### config.mk
export PLATFORM = sky130hd
export DESIGN_NAME = adaptation_sensor_unit
export DESIGN_NICKNAME = d
export VERILOG_FILES = /design/src/rtl/tlc_pkg.sv /design/src/rtl/green_time_calc.sv /design/src/rtl/adaptation_sensor_unit.sv
export SDC_FILE = /design/constraint.sdc
export NUM_CORES = 1
export LEC_CHECK = 0
export CORE_MARGIN = 2
export CORE_UTILIZATION = 45
export CTS_BUF_LIST = sky130_fd_sc_hd__clkbuf_4
export DETAILED_ROUTE_END_ITERATION = 7
export DONT_BUFFER_PORTS = 1
export MAX_ROUTING_LAYER = met4
export PLACE_DENSITY = 0.63
export SYNTH_ARGS = -nofsm -noshare
export SYNTH_HDL_FRONTEND = slang
export SYNTH_SLANG_ARGS = --single-unit
### constraint.sdc
create_clock -name clk -period 2.7 [get_ports clk]
set_clock_uncertainty 0.2 [all_clocks]
set_input_delay 0.135 -clock clk [delete_from_list [all_inputs] [get_ports clk]]
set_output_delay 0.135 -clock clk [all_outputs]
set_load 0.05 [all_outputs]
### src/rtl/tlc_pkg.sv
// Shared constants for the four-way traffic light controller: road
// encoding and default green-time timing values.
package tlc_pkg;

    // Road encoding used by next_road and the per-road register arrays.
    localparam logic [1:0] ROAD_N = 2'd0;
    localparam logic [1:0] ROAD_E = 2'd1;
    localparam logic [1:0] ROAD_S = 2'd2;
    localparam logic [1:0] ROAD_W = 2'd3;

    // Number of roads served by the controller.
    localparam int unsigned NUM_ROADS = 4;

    // Default green-time timing, in ticks.
    localparam logic [7:0]  MIN_GREEN_DEF = 8'd10;
    localparam logic [7:0]  MAX_GREEN_DEF = 8'd60;
    localparam int unsigned SHIFT_DEF     = 2;

endpackage : tlc_pkg

### src/rtl/green_time_calc.sv
// Combinational green-time calculation: scales a vehicle count down by
// 2^SHIFT, adds the minimum green time and saturates at MAX_GREEN.
// The sum is formed in 9 bits so nothing wraps before the clamp.
module green_time_calc
    import tlc_pkg::*;
#(
    parameter logic [7:0]  MIN_GREEN = MIN_GREEN_DEF,
    parameter logic [7:0]  MAX_GREEN = MAX_GREEN_DEF,
    parameter int unsigned SHIFT     = SHIFT_DEF
) (
    input  logic [7:0] count,
    output logic [7:0] green_time
);

    logic [7:0] scaled_s;
    logic [8:0] sum_s;

    // Form the widened sum and clamp it to the ceiling.
    always_comb begin
        scaled_s   = count >> SHIFT;
        sum_s      = {1'b0, MIN_GREEN} + {1'b0, scaled_s};
        green_time = MIN_GREEN;
        if (sum_s > {1'b0, MAX_GREEN}) begin
            green_time = MAX_GREEN;
        end else begin
            green_time = sum_s[7:0];
        end
    end

endmodule : green_time_calc

### src/rtl/adaptation_sensor_unit.sv
// Per-road adaptive green-time unit. Captures the sensor count for the
// road about to receive green, either on the first edge after reset or
// whenever next_road changes, and keeps a count and a saturated green
// time per road. All outputs come straight from registers.
module adaptation_sensor_unit
    import tlc_pkg::*;
#(
    parameter logic [7:0]  MIN_GREEN = MIN_GREEN_DEF,
    parameter logic [7:0]  MAX_GREEN = MAX_GREEN_DEF,
    parameter int unsigned SHIFT     = SHIFT_DEF
) (
    input  logic       clk,
    input  logic       reset,
    input  logic [1:0] next_road,
    input  logic [7:0] data_in,
    output logic [7:0] N_n,
    output logic [7:0] N_e,
    output logic [7:0] N_s,
    output logic [7:0] N_w,
    output logic [7:0] TGn,
    output logic [7:0] TGe,
    output logic [7:0] TGs,
    output logic [7:0] TGw
);

    logic [7:0] cnt_r [NUM_ROADS];
    logic [7:0] tg_r  [NUM_ROADS];
    logic [1:0] prev_road_r;
    logic       armed_r;
    logic       capture_s;
    logic [7:0] green_time_s;

    // Single shared calculator working on the live sensor value.
    green_time_calc #(
        .MIN_GREEN (MIN_GREEN),
        .MAX_GREEN (MAX_GREEN),
        .SHIFT     (SHIFT)
    ) u_green_time_calc (
        .count      (data_in),
        .green_time (green_time_s)
    );

    // Decide whether this edge captures: first edge after reset or a road change.
    always_comb begin
        capture_s = 1'b0;
        if (!armed_r) begin
            capture_s = 1'b1;
        end else if (next_road != prev_road_r) begin
            capture_s = 1'b1;
        end else begin
            capture_s = 1'b0;
        end
    end

    // Per-road count/time storage plus the change-detection state.
    always_ff @(posedge clk) begin
        if (reset) begin
            for (int i = 0; i < NUM_ROADS; i++) begin
                cnt_r[i] <= 8'd0;
                tg_r[i]  <= MIN_GREEN;
            end
            prev_road_r <= ROAD_N;
            armed_r     <= 1'b0;
        end else if (capture_s) begin
            cnt_r[next_road] <= data_in;
            tg_r[next_road]  <= green_time_s;
            prev_road_r      <= next_road;
            armed_r          <= 1'b1;
        end else begin
            prev_road_r <= prev_road_r;
            armed_r     <= armed_r;
        end
    end

    assign N_n = cnt_r[ROAD_N];
    assign N_e = cnt_r[ROAD_E];
    assign N_s = cnt_r[ROAD_S];
    assign N_w = cnt_r[ROAD_W];
    assign TGn = tg_r[ROAD_N];
    assign TGe = tg_r[ROAD_E];
    assign TGs = tg_r[ROAD_S];
    assign TGw = tg_r[ROAD_W];

endmodule : adaptation_sensor_unit

==> results_dict.tcl <==
set metrics [dict create \
    status "finished clean" \
    drive_gt1_share_pct 12.1 \
    drc_errors 0 \
    ys_warn_count 0 \
    wl_per_cell_um 19.6 \
    grt_pass1_wl_mm 7.98 \
    cts_tree "built" \
    die_w_um 79.6 \
    fillers 469 \
    synthArstFlopShare_pct 0 \
    rsz0062_at_grt "false" \
    period_share_pct 86.0 \
    grt_usage_pct 18.5 \
    overflow 0 \
    worstPathMaxFanout 9 \
    dr.first_iter.drc_count 174 \
    power_density_mw_per_mm2 750 \
    start_util_pct 46.7 \
    min_period_ns 2.32 \
    cp-end-kind "register" \
    path_common_cell "dlygate4sd3_1" \
    synth_edf_count 60 \
    critPathArrivalTime_ns 2.39 \
    fin_nets 215 \
    setup-tns-final_ns 0 \
    die_h_um 79.6 \
    clk-insertion-delay-late_ns 0.39 \
    antenna_found_initial 0 \
    cts_setup_buffers 0 \
    fp.dieArea_mm2 0.00634 \
    tightest_slew_ns 0.695 \
    netlist_area_mm2 0.00257 \
    cp.required_ns 2.77 \
    clock-root-buffer "clkbuf_4" \
    ant_nets 0 \
    ys_types 38 \
    first_global_vias 1481 \
    h-tree-depth 3 \
    core_mm2 0.00551 \
    final_cell_area_mm2 0.00294 \
    std_cell_rows 27 \
    syn-mean-instance-area_um2 14.4 \
    path_cells "dlygate4sd3_1, nand2b_1, a211oi_2, and2_1, dlygate4sd3_1" \
    hold_viol_final 0 \
    p_leak_nw 1.10 \
    clk_pin_slew_ns 0.11 \
    portBuffers 0 \
    gp_congestion 0.727 \
    final_common_cell "edfxtp_1" \
    setup_violations 0 \
    critPathLaunchType "primary input" \
    cts.sinks 63 \
    drv_slew 0 \
    hpwl_mm 3.64 \
    min-delay-path-class "primary input to register" \
    wl_mm 5.46 \
    slowest_delay_ns 0.67 \
    ir_drop_mv 0.282 \
    cap_violations 0 \
    via_count 1488 \
    n_antenna_cell 0 \
    grt_max_degree 16 \
    place_area_mm2 0.00263 \
    path_class "primary input to register" \
    syn_inst 179 \
    ys.flop_type "edfxtp_1" \
    cp_slowest_cell "dlygate4sd3_1" \
    firstDrtPassIters 4 \
    final_cell_mix "60 x edfxtp_1, 28 x and2_1, 18 x nor2_1" \
    viasPerCell 5.33 \
    io_pins 76 \
    slew_headroom_pct 53.3 \
    synth-seq-area-share_pct 72.3 \
    max_freq_ghz 0.431 \
    cts.path.max_buffers 2 \
    ys_seq_elements 63 \
    syn_to_final_growth_pct 14.3 \
    numCtsBuffers 9 \
]
-- cell families (layout without fill, tap and decap cells) --
kind of cell,count (synthesis),after routing,share of synthesized area [%]
compound gates,21,21,6.47
mux,1,1,0.389
flops,63,63,72.3
xor+xnor,2,2,0.681
other cells,1,8,0.146
buf+inv,14,35,2.82
simple gates,76,76,16.7
fa+ha+maj,1,1,0.486
-- what timing repair did --
item                                   4_1_cts  5_1_grt
hold buffers                                15        0
resized for setup                            0        0
endpoints found under the hold margin       59        0
-- report_power, final --
group | switching [mW] | internal [mW] | total (mW)
Clock | 0.334 | 0.383 | 0.716
Sequential | 0.209 | 1.14 | 1.35
Combinational | 0.0973 | 0.0474 | 0.145
-- worst max-delay path, delay by kind of cell --
kind	cells	cell delay, ns
buf+inv	2	1.22
simple gates	2	0.46
compound gates	1	0.57
-- worst paths after layout --
| path | from | endpoint | slack [ns] | cells past startpoint |
|---|---|---|---|---|
| worst max-delay path | reset | cnt_r[2][3] | 0.38 | 5 |
| worst min register to register | armed_r | cnt_r[3][7] | 0.63 | 2 |
| worst max register to register | prev_road_r[1] | cnt_r[0][2] | 0.46 | 4 |
| worst min-delay path | data_in[5] | tg_r[2][4] | 0.03 | 3 |
-- synth_stat cells, types with 3 or more instances --
cell,count,area (um^2)
buf_4,4,30.0
inv_1,4,15.0
edfxtp_1,60,1800
nor2_1,18,67.6
nand3_1,3,15.0
nand2b_1,3,18.8
and2_1,28,175
o21ai_1,5,25.0
nor4_2,3,37.5
buf_2,4,20.0
dfxtp_1,3,60.1
nand2_1,11,41.3
nor2b_1,3,18.8
-- layout make-up --
| class | instances | area (um^2) | share of cell area [%] |
|---|---|---|---|
| clock buffers | 10 | 75.1 | 2.55 |
| clock inverters | 6 | 85.1 | 2.89 |
| inverters | 4 | 15.0 | 0.510 |
| multi-input cells | 109 | 666 | 22.6 |
| flip-flops and latches | 63 | 1860 | 63.3 |
| well taps | 72 | 90.1 | 3.06 |
| repair buffers | 15 | 150 | 5.10 |
-- sequential cells by signal (all words and copies together), names as in the netlist --
register and flops:
cnt_r 32, tg_r 28, prev_road_r 2, armed_r 1
-- stage by stage --
step / std cells / worst slack, ns / power [mW] / hold slack [ns] / util (%)
floorplan: 186 / 0.734 / 1.46 / 0.00661 / -
global placement: 248 / 0.596 / 1.48 / 0.00706 / 47.8
detailed placement: 248 / 0.503 / 1.49 / 0.00991 / 47.8
CTS: 279 / 0.464 / 2.22 / 0.00665 / 53.4
global route: 279 / 0.308 / 2.29 / 0.0201 / 53.4
finish: 279 / 0.379 / 2.21 / 0.0252 / 53.4
-- per-layer routing --
| layer | global-route usage, % | vias up | part of all wire, % |
|---|---|---|---|
| met2 | 29.8 | 62 | 52 |
| li1 | - | 685 | - |
| met5 | - | - | 0 |
| met3 | 7.35 | 8 | 9.5 |
| met1 | 19.5 | 733 | 37 |
| met4 | 10.0 | 0 | 1.2 |
Power figures use the tool's default switching activity.
